**src/rtl/cache_pkg.sv**
```systemverilog
// Shared state encoding and request-type constants for the cache request sequencer.
package cache_pkg;

    typedef enum logic [2:0] {
        IDLE,
        COMPARE,
        RESPOND,
        WB_READ,
        WB_WAIT,
        ALLOCATE,
        ERROR
    } ctrl_state_e;

    localparam logic REQ_READ  = 1'b0;
    localparam logic REQ_WRITE = 1'b1;

endpackage

```
**src/rtl/cache_controller_mem_wait_timer.sv**
```systemverilog
// Counts cycles spent waiting on mem_ack; expired flags the last permitted wait cycle.
module mem_wait_timer #(
    parameter int unsigned TIMEOUT_CYCLES = 255
) (
    input  logic clk,
    input  logic rst_n,
    input  logic clear,
    input  logic enable,
    output logic expired
);

    localparam int unsigned TW = $clog2(TIMEOUT_CYCLES + 1);

    logic [TW-1:0] count;

    always_ff @(posedge clk or negedge rst_n) begin
        if (!rst_n) begin
            count <= '0;
        end else if (clear) begin
            count <= '0;
        end else if (enable) begin
            count <= count + TW'(1);
        end
    end

    // Asserted during the TIMEOUT_CYCLES-th wait cycle; an ack in that cycle still takes priority.
    assign expired = enable && (count == TW'(TIMEOUT_CYCLES - 1));

endmodule

```
**src/rtl/cache_controller.sv**
```systemverilog
// Request sequencer in front of the 4-way set-associative array: lookup, write-back,
// refill with replay, memory timeout handling and saturating hit/miss statistics.
module cache_controller
    import cache_pkg::*;
#(
    parameter int unsigned ADDR_WIDTH     = 32,
    parameter int unsigned WORD_SIZE      = 32,
    parameter int unsigned TIMEOUT_CYCLES = 255,
    parameter int unsigned CNT_WIDTH      = 16
) (
    input  logic                  clk,
    input  logic                  rst_n,
    input  logic                  cpu_req_valid,
    output logic                  cpu_req_ready,
    input  logic                  cpu_req_type,
    input  logic [ADDR_WIDTH-1:0] cpu_addr,
    input  logic [WORD_SIZE-1:0]  cpu_wdata,
    output logic                  cpu_resp_valid,
    output logic                  cpu_resp_error,
    output logic [ADDR_WIDTH-1:0] cache_addr,
    output logic [WORD_SIZE-1:0]  cache_wdata,
    output logic                  req_type,
    input  logic                  hit,
    input  logic                  dirty_bit,
    output logic                  read_en_cache,
    output logic                  write_en_cache,
    output logic                  read_en_mem,
    output logic                  write_en_mem,
    output logic                  mem_req_valid,
    output logic                  mem_req_we,
    input  logic                  mem_ack,
    output logic [CNT_WIDTH-1:0]  hit_count,
    output logic [CNT_WIDTH-1:0]  miss_count
);

    ctrl_state_e state, state_next;
    logic        replay;
    logic        in_wait;
    logic        timer_expired;

    assign in_wait = (state == WB_WAIT) || (state == ALLOCATE);

    mem_wait_timer #(
        .TIMEOUT_CYCLES(TIMEOUT_CYCLES)
    ) u_timer (
        .clk    (clk),
        .rst_n  (rst_n),
        .clear  (!in_wait || mem_ack),
        .enable (in_wait),
        .expired(timer_expired)
    );

    always_ff @(posedge clk or negedge rst_n) begin
        if (!rst_n) begin
            state       <= IDLE;
            cache_addr  <= '0;
            cache_wdata <= '0;
            req_type    <= REQ_READ;
            replay      <= 1'b0;
        end else begin
            state <= state_next;
            if (state == IDLE && cpu_req_valid) begin
                cache_addr  <= cpu_addr;
                cache_wdata <= cpu_wdata;
                req_type    <= cpu_req_type;
                replay      <= 1'b0;
            end else if (state == ALLOCATE && mem_ack) begin
                replay <= 1'b1;
            end
        end
    end

    // Statistics only reflect the first lookup of each request, never the post-refill replay.
    always_ff @(posedge clk or negedge rst_n) begin
        if (!rst_n) begin
            hit_count  <= '0;
            miss_count <= '0;
        end else if (state == COMPARE && !replay) begin
            if (hit) begin
                if (hit_count != '1) hit_count <= hit_count + CNT_WIDTH'(1);
            end else begin
                if (miss_count != '1) miss_count <= miss_count + CNT_WIDTH'(1);
            end
        end
    end

    always_comb begin
        state_next     = state;
        cpu_req_ready  = 1'b0;
        cpu_resp_valid = 1'b0;
        cpu_resp_error = 1'b0;
        read_en_cache  = 1'b0;
        write_en_cache = 1'b0;
        read_en_mem    = 1'b0;
        write_en_mem   = 1'b0;
        mem_req_valid  = 1'b0;
        mem_req_we     = 1'b0;

        case (state)
            IDLE: begin
                cpu_req_ready = 1'b1;
                if (cpu_req_valid) state_next = COMPARE;
            end
            COMPARE: begin
                if (hit) begin
                    if (req_type == REQ_READ) read_en_cache  = 1'b1;
                    else                      write_en_cache = 1'b1;
                    state_next = RESPOND;
                end else if (replay) begin
                    state_next = ERROR;
                end else if (dirty_bit) begin
                    state_next = WB_READ;
                end else begin
                    state_next = ALLOCATE;
                end
            end
            RESPOND: begin
                cpu_resp_valid = 1'b1;
                state_next     = IDLE;
            end
            WB_READ: begin
                read_en_cache  = 1'b1;
                write_en_cache = 1'b1;
                read_en_mem    = 1'b1;
                write_en_mem   = 1'b1;
                state_next     = WB_WAIT;
            end
            WB_WAIT: begin
                mem_req_valid = 1'b1;
                mem_req_we    = 1'b1;
                if (mem_ack)            state_next = ALLOCATE;
                else if (timer_expired) state_next = ERROR;
            end
            ALLOCATE: begin
                mem_req_valid = 1'b1;
                if (mem_ack) begin
                    read_en_mem    = 1'b1;
                    write_en_cache = 1'b1;
                    state_next     = COMPARE;
                end else if (timer_expired) begin
                    state_next = ERROR;
                end
            end
            ERROR: begin
                cpu_resp_valid = 1'b1;
                cpu_resp_error = 1'b1;
                state_next     = IDLE;
            end
            default: state_next = IDLE;
        endcase
    end

endmodule

```
**config.mk**
```make
export PLATFORM = sky130hd
export DESIGN_NAME = cache_controller
export DESIGN_NICKNAME = d
export VERILOG_FILES = /design/src/rtl/cache_pkg.sv /design/src/rtl/cache_controller_mem_wait_timer.sv /design/src/rtl/cache_controller.sv
export SDC_FILE = /design/constraint.sdc
export NUM_CORES = 1
export LEC_CHECK = 0
export ABC_AREA = 1
export BUFFER_PORTS_ARGS = -buffer_cell sky130_fd_sc_hd__buf_4
export CAP_MARGIN = 20
export CORE_MARGIN = 2
export CORE_UTILIZATION = 46
export DETAILED_ROUTE_END_ITERATION = 12
export GPL_ROUTABILITY_DRIVEN = 0
export HOLD_SLACK_MARGIN = 0.02
export PLACE_DENSITY = 0.74
export SLEW_MARGIN = 5
export SYNTH_ARGS = -nofsm -noshare
export SYNTH_HDL_FRONTEND = slang
export SYNTH_SLANG_ARGS = --single-unit
```
**constraint.sdc**
```tcl
create_clock -name clk -period 4.6 [get_ports clk]
set_input_delay 1.15 -clock clk [delete_from_list [all_inputs] [get_ports clk]]
set_output_delay 1.15 -clock clk [all_outputs]
set_load 0.1 [all_outputs]
```
Word level (Yosys, flattened, before mapping)
Cells that the tools add are included.
{"block": "totals", "register_bits": 109, "input_bits": 71, "out_inout_bits": 106, "word_cells": 63}
{"block": "op_classes", "add_sub_neg": 3, "n_eq_ne": 10, "mux": 26, "n_bitwise": 1, "n_reduce_logical": 15}
{"cell": "adder 16 x 1 -> 16 bit, second input constant", "count": 2}
{"cell": "!= test 16 bit, second input constant", "count": 2}
{"cell": "2-to-1 mux 3 bit", "count": 7}
{"cell": "2-to-1 mux 8 bit", "count": 2}
{"cell": "one-hot mux 3 bit (5 select lines)", "count": 1}
{"cell": "2-to-1 mux 1 bit", "count": 13}
{"cell": "== test 3 bit, second input constant", "count": 3}
{"cell": "adder 8 x 1 -> 8 bit, second input constant", "count": 1}
{"cell": "== test 8 bit, second input constant", "count": 1}
{"cell": "== test 3 x 2 -> 1 bit, second input constant", "count": 2}
{"cell": "AND reduction 3 bit", "count": 2}
{"cell": "logical AND 1 bit", "count": 4}
{"cell": "one-hot mux 1 bit (2 select lines)", "count": 2}
{"cell": "nonzero test 2 bit", "count": 2}
{"cell": "OR reduction 2 bit", "count": 2}
{"cell": "== test 3 x 1 -> 1 bit, second input constant", "count": 1}
{"cell": "zero test 3 bit", "count": 1}
{"cell": "one-hot mux 1 bit (3 select lines)", "count": 1}
{"cell": "zero test 1 bit", "count": 2}
{"cell": "logical OR 1 bit", "count": 2}
{"cell": "!= test 2 bit, second input constant", "count": 1}
{"cell": "inverter 1 bit", "count": 1}

Depth between registers and ports, before layout
Gate-level depths: netlist of run 1.
{"block": "depth", "depth_word": 6, "mapped_depth": 9, "depth_no_buf": 8}

By module
From an unflattened synthesis of run 1, not the netlist that was laid out.
{"block": "hier_totals", "cells_unflattened": 684, "hier_area_um2": 5407.7}
{"mod": "cache_controller", "instances": 1, "cells_per_inst": 620, "area_each_um2": 4933.5, "seq_area_each_um2": 2527.4}
{"mod": "mem_wait_timer", "instances": 1, "cells_per_inst": 64, "area_each_um2": 474.2, "seq_area_each_um2": 200.2}

Worst setup path before layout of run 1
No wires, ideal clock.
{"block": "synth_path", "path_kind": "input to output", "startpoint": "input port hit", "endpoint": "output port read_en_cache", "t_arrival_ns": 3.467, "path_slack_ns": -0.017, "stages": 2, "path_buffers": 0, "cell_sequence": "inv_1 o31ai_1"}
{"block": "synth_via", "elab_chain_len": 2}
{"element": "start, declared", "line_no": "cache_controller.sv:23", "rtl": "input logic hit,"}
{"element": "2-to-1 mux 1 bit", "line_no": "cache_controller.sv:105", "rtl": "if (hit) begin"}
{"element": "one-hot mux 1 bit (2 select lines)", "line_no": "cache_controller.sv:99", "rtl": "case (state)"}
{"element": "end, declared", "line_no": "cache_controller.sv:25", "rtl": "output logic read_en_cache,"}
Every way passes these cells.

Final worst setup path of run 1
{"block": "layout_path", "startpoint": "input port mem_ack", "endpoint": "output port write_en_cache"}
{"block": "layout_via", "elab_chain_len": 2}
{"element": "start, declared", "line_no": "cache_controller.sv:31", "rtl": "input logic mem_ack,"}
{"element": "2-to-1 mux 1 bit", "line_no": "cache_controller.sv:136", "rtl": "if (mem_ack) begin"}
{"element": "one-hot mux 1 bit (3 select lines)", "line_no": "cache_controller.sv:99"}
{"element": "end, declared", "line_no": "cache_controller.sv:26", "rtl": "output logic write_en_cache,"}
Every way passes these cells.

==> results of run 1 <==
-- synthesized netlist by cell type --
| cell type | number | area [um^2] |
|---|---|---|
| buf_2 | 4 | 20.0 |
| ha_1 | 4 | 50.1 |
| nand3_1 | 26 | 130 |
| nor3_1 | 9 | 45.0 |
| a21oi_1 | 6 | 30.0 |
| nand4_1 | 11 | 68.8 |
| xor2_1 | 4 | 35.0 |
| buf_4 | 5 | 37.5 |
| nor2_4 | 2 | 22.5 |
| o21ai_2 | 8 | 70.1 |
| a21o_1 | 1 | 7.51 |
| inv_1 | 37 | 139 |
| nand3_2 | 1 | 10.0 |
| xnor2_1 | 8 | 70.1 |
| nand2_4 | 1 | 11.3 |
| dfrtp_1 | 109 | 2730 |
| nor2_1 | 45 | 169 |
| buf_6 | 11 | 124 |
| o21ai_0 | 13 | 65.1 |
| nor3b_1 | 2 | 15.0 |
| o21ai_1 | 2 | 10.0 |
| o31ai_1 | 1 | 7.51 |
| or2_2 | 1 | 6.26 |
| a31o_2 | 1 | 8.76 |
| nand2_2 | 5 | 31.3 |
| inv_2 | 3 | 11.3 |
| nand2_1 | 336 | 1260 |
| o2111ai_1 | 1 | 8.76 |
| nor2_2 | 1 | 6.26 |
-- per-stage QoR --
stage	instances	instance area [um^2]	hold slack [ns]
global route	975	6860	0.502
floorplan	658	5200	0.454
detailed placement	958	6550	0.466
CTS	974	6840	0.488
finish	975	6860	0.486
global placement	958	6550	0.464
-- how the worst min path moves through the flow --
stage,end,slack [ns],cells after the start
after floorplan,u_timer.count[0]$_DFFE_PN0P_,0.45,1
final,cache_wdata[27]$_DFFE_PN0P_,0.49,2
after detailed placement,cache_wdata[0]$_DFFE_PN0P_,0.47,2
after global placement,cache_addr[27]$_DFFE_PN0P_,0.46,2
after global routing,cache_addr[30]$_DFFE_PN0P_,0.50,2
after CTS,cache_wdata[30]$_DFFE_PN0P_,0.49,2
-- metal layers --
layer / vias up / track usage, %
met5: - / 0
met1: 2240 / 29.5
met4: 0 / 7.41
met2: 165 / 37.0
met3: 14 / 7.58
li1: 2384 / -
-- tightest hold or removal path, stage by stage (launching register included) --
cell and delay (ns):
dfrtp_1 0.35, nand2_1 0.05, nand2_1 0.06
-- state kept, by name, summed over array words and instances, names as in the netlist --
register,count
hit_count,16
req_type,1
cache_wdata,32
state,3
cache_addr,32
u_timer.count,8
miss_count,16
replay,1
-- kinds of logic after synthesis --
kind of cell               Yosys count
xor gates and xnor gates            12
buffers and inverters               60
DFF                                109
and+or+nand+nor                    440
AOI/OAI and AO/OA                   33
adders and majority gates            4
-- layout make-up --
class,instances,area [um^2]
clock buffers,11,243
clock inverters,5,51.3
fillers,976,4070
inverters,40,150
multi-input cells,489,2140
flip-flops and latches,109,2730
well taps,140,175
repair buffers,181,1370
==> results.md, run 1 <==
* Most common library cell in the layout ignoring fill and taps: nand2_1
* RSZ-0062 raised after global routing: false
* CP Buf/Inv Count at 2
* Starting density of the core at 47.5%
* Layout Nets at 905
* Max incr delay on CP at 0.23 ns
* Syn Inst Count at 658
* Syn_area_per_cell at 7.90 um^2
* Hold crit path type: flop to flop
* DRT antenna net count at 0
* Root buffer cell: clkbuf_16
* Vias at 4803
* Core area at 0.0109 mm^2
* Gr usage total at 23.0%
* Clock Path Buffers at 2
* Clock sink total at 109
* Crit path arrival time at 1.92 ns
* Met1 Routed Length at 5810 um
* Clk_lat worst skew at 0.35 ns
* First-pass GRT wire length at 21700 um
* Status: finished, final reports clean
* Worst path required time at 3.45 ns
* Final-report hold violation count at 0
* Worst Path Class, Setup: primary input to primary output
* Die Wd at 110 um
* Sequential element share of the synthesized area at 52.5%
* Clock skew at 0.00818 ns
* Most frequent cells in the layout: nand2_1, buf_4, dfrtp_1, nor2_1, inv_1
* Die Y at 110 um
* Initial antenna violation count at 0
* Simple-gate share of the synthesized area at 34.2%
* Cts bufs inserted at 9
* IO Count at 177
* ANT cells at 0
* Setup_tns at 0 ns
* CP endpoint kind: primary output
* First drt pass iteration count at 4
* Hold buffers post-CTS at 0
* P&R area growth vs syn at 32.0%
* Cells along the critical path: buf_4, nand2_1, nand2_1, a31o_2, buf_4
* Core Rows at 38
* Hold Path Origin: cache_wdata[27]$_DFFE_PN0P_
* Cell family with the largest share of critical-path delay: buffers and inverters
* Met3 wire length at 1200 um
* Fmax at 0.326 GHz
* Critical Path Stages at 5
* CTS tree: done
* Via/cell ratio at 4.93
* Top sig layer: met4
* Max-capacitance violation count at 0
* Synth warnings at 0
* Slowest-stage cell, CP: buf_4
* DIE AREA at 0.0122 mm^2
* Final Max Slew Viols at 0
* Setup Buffers After CTS at 0
* Worst Setup SP: mem_ack
* Post-DR wirelength/cell at 14.0 um
* Drt drc at 0
* Setup-failing EPs final at 0
* Worst Tran Pin Value at 0.852 ns
* CTS resizes at 0
* FF-to-FF path depth at 7
* Remaining global-route overflow at 0
* Share of layout cells above drive strength 1 at 26.3%
* XOR/XNOR Fraction of Synth Area at 2.02%
* Largest family of logic cells by synthesized area: simple AND/OR/NAND/NOR gates
* Layout Utilization at 62.8%
* Dpl hpwl at 9840 um
* Worst Setup Start Kind: primary input
* Peak fanout along the critical path at 2
* Mux contribution to synthesized area at 0%
* CTS H-tree depth at 3
* Netlist Area Pre-Place at 0.00520 mm^2
* Post-synthesis cell type count at 29
* DR WL met2 at 6450 um
* DRT iter0 DRCs at 303
* Post-placement setup slack at 1.54 ns
* Port buffer count at 176
* PnR worst setup slack at 1.53 ns
* Largest net degree at the start of global routing at 67
* Fin crit share at 66.7%
* Post-synthesis register bit count at 109
* Synth Area in Compound Gates at 4.00%
* R2r endpoint: hit_count[2]$_DFFE_PN0P_
* Final wirelength at 13700 um
* Post-Synth Adder-Cell Area at 0.963%
* Slew margin rel. at 43.2%
* Worst setup path end: write_en_cache
* Post-layout min period at 3.07 ns
* FF-to-FF setup slack at 2.70 ns
* Clock Pin Slew Worst Setup and Hold Paths at 0.08 ns
* Vias in the first global route at 4624
* Mapped Nets at 733
* Worst R2R Start: hit_count[0]$_DFFE_PN0P_
Power of run 1 is left out: the tool's default activity adds up to more than one toggle a clock period on the data nets, which glitch-free logic cannot reach.
==> run 2, diff against run 1 <==
- clock period: 4.6 -> 3.2 ns (I/O delays scaled with it)
==> results.md, run 2 (synthesized netlist as in run 1, its figures left out) <==
* Status: finished, final reports clean
* Slew margin rel. at 30.6% (-13 points)
* Clk_lat worst skew at 0.34 ns (about the same)
* Vias at 4783 (-0.42%)
* Most frequent cells in the layout: nand2_1, buf_4, dfrtp_1, nor2_1, inv_1
* Initial antenna violation count at 0 (unchanged)
* Post-DR wirelength/cell at 13.7 um (-2.2%)
* ANT cells at 0 (unchanged)
* DRT iter0 DRCs at 338 (+12%)
* IO Count at 177 (unchanged)
* Peak fanout along the critical path at 5 (+3)
* Largest registers: cache_addr x32, cache_wdata x32
* Fin crit share at 78.8%
* Post-route cell area at 0.00686 mm^2 (about the same)
* First-pass GRT wire length at 21200 um (-2.5%)
* Post-layout min period at 2.52 ns
* Largest net degree at the start of global routing at 67 (unchanged)
* Clock sink total at 109 (unchanged)
* Drt drc at 0 (unchanged)
* P&R area growth vs syn at 32.0% (about the same)
* Cts bufs inserted at 9 (unchanged)
* PnR worst setup slack at 0.680 ns (-0.852 ns)
* Die Wd at 110 um (unchanged)
* RSZ-0062 raised after global routing: false
* Worst Tran Pin Value at 1.04 ns (+0.189 ns)
* CTS tree: done
* Most common library cell in the layout ignoring fill and taps: nand2_1
* First drt pass iteration count at 4 (unchanged)
* Hold buffers post-CTS at 0 (unchanged)
* CTS resizes at 0 (unchanged)
* Final-report hold violation count at 0 (unchanged)
* Worst path required time at 2.40 ns (-1.05 ns)
* Layout Utilization at 62.7% (about the same)
* Remaining global-route overflow at 0 (unchanged)
* Share of layout cells above drive strength 1 at 26.5% (+0.15 points)
* Worst Setup Start Kind: flop
* Via/cell ratio at 4.91 (-0.31%)
* Crit path arrival time at 1.72 ns (-0.20 ns)
* Starting density of the core at 47.5% (unchanged)
* Worst Path Class, Setup: flop to primary output
* DRT antenna net count at 0 (unchanged)
* Final wirelength at 13300 um (-2.3%)
* Fmax at 0.397 GHz
* Max-capacitance violation count at 0 (unchanged)
* Dpl hpwl at 9640 um (-2.1%)
* Core Rows at 38 (unchanged)
* Layout Nets at 904 (-0.11%)
* Die Y at 110 um (unchanged)
* Port buffer count at 176 (unchanged)
* Clock skew at 0.00855 ns (+0.000374 ns)
* Gr usage total at 22.2% (-0.85 points)
* FF-to-FF setup slack at 1.27 ns (-1.43 ns)
* Setup-failing EPs final at 0 (unchanged)
* CTS H-tree depth at 3 (unchanged)
* DIE AREA at 0.0122 mm^2 (unchanged)
* Dpl cell area at 0.00656 mm^2 (+0.23%)
* CP endpoint kind: primary output
* Root buffer cell: clkbuf_16
* Core area at 0.0109 mm^2 (unchanged)
* Clock Pin Slew Worst Setup and Hold Paths at 0.07 ns (about the same)
* Hold crit path type: flop to flop
* Setup Buffers After CTS at 0 (unchanged)
* Clock Path Buffers at 2 (unchanged)
* Vias in the first global route at 4411 (-4.6%)
* Post-placement setup slack at 0.854 ns (-0.686 ns)
* Final Max Slew Viols at 0 (unchanged)
[run 2: cell types whose count changed in the layout (fill, tap and decap cells not counted)]
cell / delta
buf_4: -1
clkbuf_1: -1
clkbuf_8: +2
clkinv_2: +1
clkinv_8: -1
clkinvlp_4: +1
inv_6: -2
nor2_1: -1
nor2_2: +1
[run 2: worst paths after layout]
check                                                  start                           end  depth (start not counted)
worst max-delay path                    state[1]$_DFFE_PN0P_                write_en_cache                          7
worst min-delay path            u_timer.count[0]$_DFFE_PN0P_  u_timer.count[0]$_DFFE_PN0P_                          1
worst max register to register          state[2]$_DFFE_PN0P_     cache_addr[5]$_DFFE_PN0P_                          7
worst min register to register  u_timer.count[0]$_DFFE_PN0P_  u_timer.count[0]$_DFFE_PN0P_                          1
max in group asynchronous                              rst_n   cache_wdata[26]$_DFFE_PN0P_                          2
min in group asynchronous                              rst_n  u_timer.count[1]$_DFFE_PN0P_                          1
[run 2: metrics by stage]
stage	hold slack, ns	setup TNS (ns)	cells
after global routing	0.501	0	974
after floorplan	0.454	-0.571	658
after global placement	0.464	0	958
after CTS	0.485	0	974
after detailed placement	0.466	0	958
final	0.482	0	974
[run 2: cell type report]
cell class | count | area, um^2
multi-input cells | 489 | 2150
clock buffers | 12 | 267
repair buffers | 180 | 1360
clock inverters | 4 | 30.0
well taps | 140 | 175
flip-flops and latches | 109 | 2730
inverters | 40 | 150
fillers | 951 | 4080
[run 2: worst max-delay path, stage by stage, from the launching register on]
cell,delay [ns]
dfrtp_1,0.38
inv_1,0.12
nand2_1,0.14
nor2_1,0.16
nand2_1,0.10
nand2_1,0.09
a31o_2,0.10
buf_4,0.28
[run 2: metal layers]
layer	vias to the layer above	track usage, %	share of wire (%)
met5	-	0	0
met4	0	7.32	1.4
met3	10	7.17	9.2
met2	176	34.7	47
met1	2218	29.2	43
li1	2379	-	-
Power of run 2 is left out for the same reason.
==> run 3, diff against run 2 <==
- ABC_AREA: 1 -> 0
- PLACE_DENSITY: 0.74 -> 0.76
- clock period: 3.2 -> 2.4 ns (I/O delays scaled with it)
==> results.md, run 3 <==
* Status: finished, final reports clean
* FF-to-FF path depth at 4 (-3)
* Core area at 0.00986 mm^2 (-9.8%)
* Crit path arrival time at 1.68 ns (-0.04 ns)
* Mapped Nets at 436 (-41%)
* Post-Synth Adder-Cell Area at 1.06% (+0.10 points)
* Synth async-reset ratio at 100% (unchanged)
* Root buffer cell: clkbuf_8
* Slowest-stage cell, CP: dfrtp_1
* First-pass GRT wire length at 17200 um (-19%)
* Syn_area_per_cell at 13.0 um^2 (+65%)
* Starting density of the core at 47.7% (+0.19 points)
* Most common library cell in the layout ignoring fill and taps: buf_4
* Fmax at 0.439 GHz
* Mux contribution to synthesized area at 16.0% (+16 points)
* Most frequent cells in the layout: buf_4, dfrtp_1, mux2_2, xor2_1, nand2_1
* First drt pass iteration count at 4 (unchanged)
* IO Count at 177 (unchanged)
* Netlist Area Pre-Place at 0.00471 mm^2 (-9.4%)
* EDFF count, synth at 0 (unchanged)
* Worst Tran Pin Value at 0.539 ns (-0.501 ns)
* CP endpoint kind: primary output
* Hold crit path type: primary input to async pin
* CTS tree: done
* Synth top area share at 57.9% (+5.5 points)
* Library cell with the highest instance count after synthesis: dfrtp_1
* Worst path required time at 1.80 ns (-0.60 ns)
* Hold buffers post-CTS at 0 (unchanged)
* Gr usage total at 19.4% (-2.8 points)
* Post-synthesis register bit count at 109 (unchanged)
* XOR/XNOR Fraction of Synth Area at 5.95% (+3.9 points)
* DRT iter0 DRCs at 142 (-58%)
* Core Rows at 36 (-5.3%)
* FF-to-FF setup slack at 0.36 ns (-0.91 ns)
* Largest net degree at the start of global routing at 53 (-21%)
* CP Buf/Inv Count at 1 (-1)
* Synth cell count leaders: dfrtp_1, mux2_2, xor2_1
* Worst Path Class, Setup: flop to primary output
* Remaining global-route overflow at 0 (unchanged)
* Biggest area consumer among synthesized cells: dfrtp_1
* Cells along the critical path: nor2b_1, nand2_1, o21ai_0, and2_2, buf_4
* Sequential element share of the synthesized area at 57.9% (+5.5 points)
* Die Y at 105 um (-4.7%)
* Largest family of logic cells by synthesized area: multiplexers
* ANT cells at 0 (unchanged)
* Max-capacitance violation count at 0 (unchanged)
* Clock Pin Slew Worst Setup and Hold Paths at 0.10 ns (+0.03 ns)
* Setup-failing EPs final at 0 (unchanged)
* DIE AREA at 0.0111 mm^2 (-9.1%)
* Vias at 3439 (-28%)
* Port buffer count at 176 (unchanged)
* Final wirelength at 10600 um (-20%)
* Synth Area in Compound Gates at 3.06% (-0.94 points)
* Layout Nets at 617 (-32%)
* Clock Path Buffers at 2 (unchanged)
* Post-DR wirelength/cell at 15.6 um (+14%)
* Die Wd at 105 um (-4.7%)
* Fill count at 772 (-19%)
* Fin crit share at 95.0%
* Initial antenna violation count at 0 (unchanged)
* CTS resizes at 0 (unchanged)
* Top cells by area, synth: dfrtp_1, mux2_2, xor2_1, xnor2_1, nand4_1
* Final-report hold violation count at 0 (unchanged)
* Clock sink total at 109 (unchanged)
* Clock skew at 0.0107 ns (+0.00213 ns)
* RSZ-0062 raised after global routing: false
* Synth Flop Type: dfrtp_1
* Via/cell ratio at 5.06 (+3.0%)
* CTS H-tree depth at 3 (unchanged)
* Drt drc at 0 (unchanged)
* Final Max Slew Viols at 0 (unchanged)
* Share of layout cells above drive strength 1 at 51.7% (+25 points)
* Slew margin rel. at 63.7% (+33 points)
* Setup_tns at 0 ns (unchanged)
* Max incr delay on CP at 0.48 ns (+0.10 ns)
* Clk_lat worst skew at 0.36 ns (+0.02 ns)
* Vias in the first global route at 3370 (-24%)
* Cts bufs inserted at 9 (unchanged)
* Post-layout min period at 2.28 ns
* Dpl hpwl at 8120 um (-16%)
* DRT antenna net count at 0 (unchanged)
* Critical Path Stages at 5 (-2)
* Cell family with the largest share of critical-path delay: flip-flops
* Syn Inst Count at 361 (-45%)
* Setup Buffers After CTS at 0 (unchanged)
* Synth warnings at 0 (unchanged)
* Simple-gate share of the synthesized area at 13.5% (-21 points)
* P&R area growth vs syn at 37.3%
* Largest registers: cache_addr x32, cache_wdata x32
* Peak fanout along the critical path at 8 (+3)
* Worst Setup Start Kind: flop
* Post-synthesis cell type count at 44 (+52%)
## run 3: cell count changes in the layout (fill, tap and decap cells not counted), moves of 5 or more
cell	before	now
xor2_1	4	18
clkbuf_16	9	0
xnor2_1	8	14
nand2_1	336	16
inv_1	37	8
clkbuf_8	3	9
nand2_2	5	0
and3_1	0	5
mux2_2	0	64
nor4_1	0	8
o21ai_2	8	0
nand3_1	26	12
o21ai_0	13	6
nor2_1	44	15
## run 3: cell type report
class	instances	area, um^2	share of cell area [%]
well taps	133	166	2.57
inverters	8	30.0	0.464
multi-input cells	231	1920	29.7
clock buffers	9	124	1.92
clock inverters	7	96.3	1.49
flip-flops and latches	109	2730	42.2
repair buffers	183	1400	21.6
## run 3: path summary, 6_finish.rpt
kind / from / to
max in group asynchronous: rst_n / cache_addr[22]$_DFFE_PN0P_
min: rst_n / cache_addr[25]$_DFFE_PN0P_
min in group clk: cpu_req_type / req_type$_DFFE_PN0P_
min reg2reg: hit_count[11]$_DFFE_PN0P_ / hit_count[11]$_DFFE_PN0P_
max reg2reg: state[0]$_DFFE_PN0P_ / miss_count[8]$_DFFE_PN0P_
max: state[1]$_DFFE_PN0P_ / write_en_cache
## run 3: through the flow
step	setup WS, ns	hold slack (ns)	utilization [%]	cell area (um^2)	cells
floorplan	0.00179	0.304	-	4770	361
global placement	0.436	0.480	63.3	6240	664
detailed placement	0.382	0.489	63.3	6240	664
CTS	0.118	0.164	65.5	6460	680
global route	0.0358	0.190	65.5	6460	680
finish	0.120	0.170	65.5	6460	680
## run 3: routing by layer
metal	track usage [%]	wire length (um)	vias up
met3	3.12	553	13
met5	0	0	-
met4	6.29	171	0
li1	-	-	1645
met2	32.5	5290	118
met1	25.9	4610	1663
## run 3: cell families (layout without fill, tap and decap cells)
logic type	count (synthesis)	count (layout)
flip-flops	109	109
AND/OR/NAND/NOR	104	104
multiplexers	67	67
XOR/XNOR	32	32
AO/OA/AOI/OAI	24	24
buffers and inverters	21	207
adder cells (fa/ha/maj)	4	4
Power of run 3 is left out for the same reason.
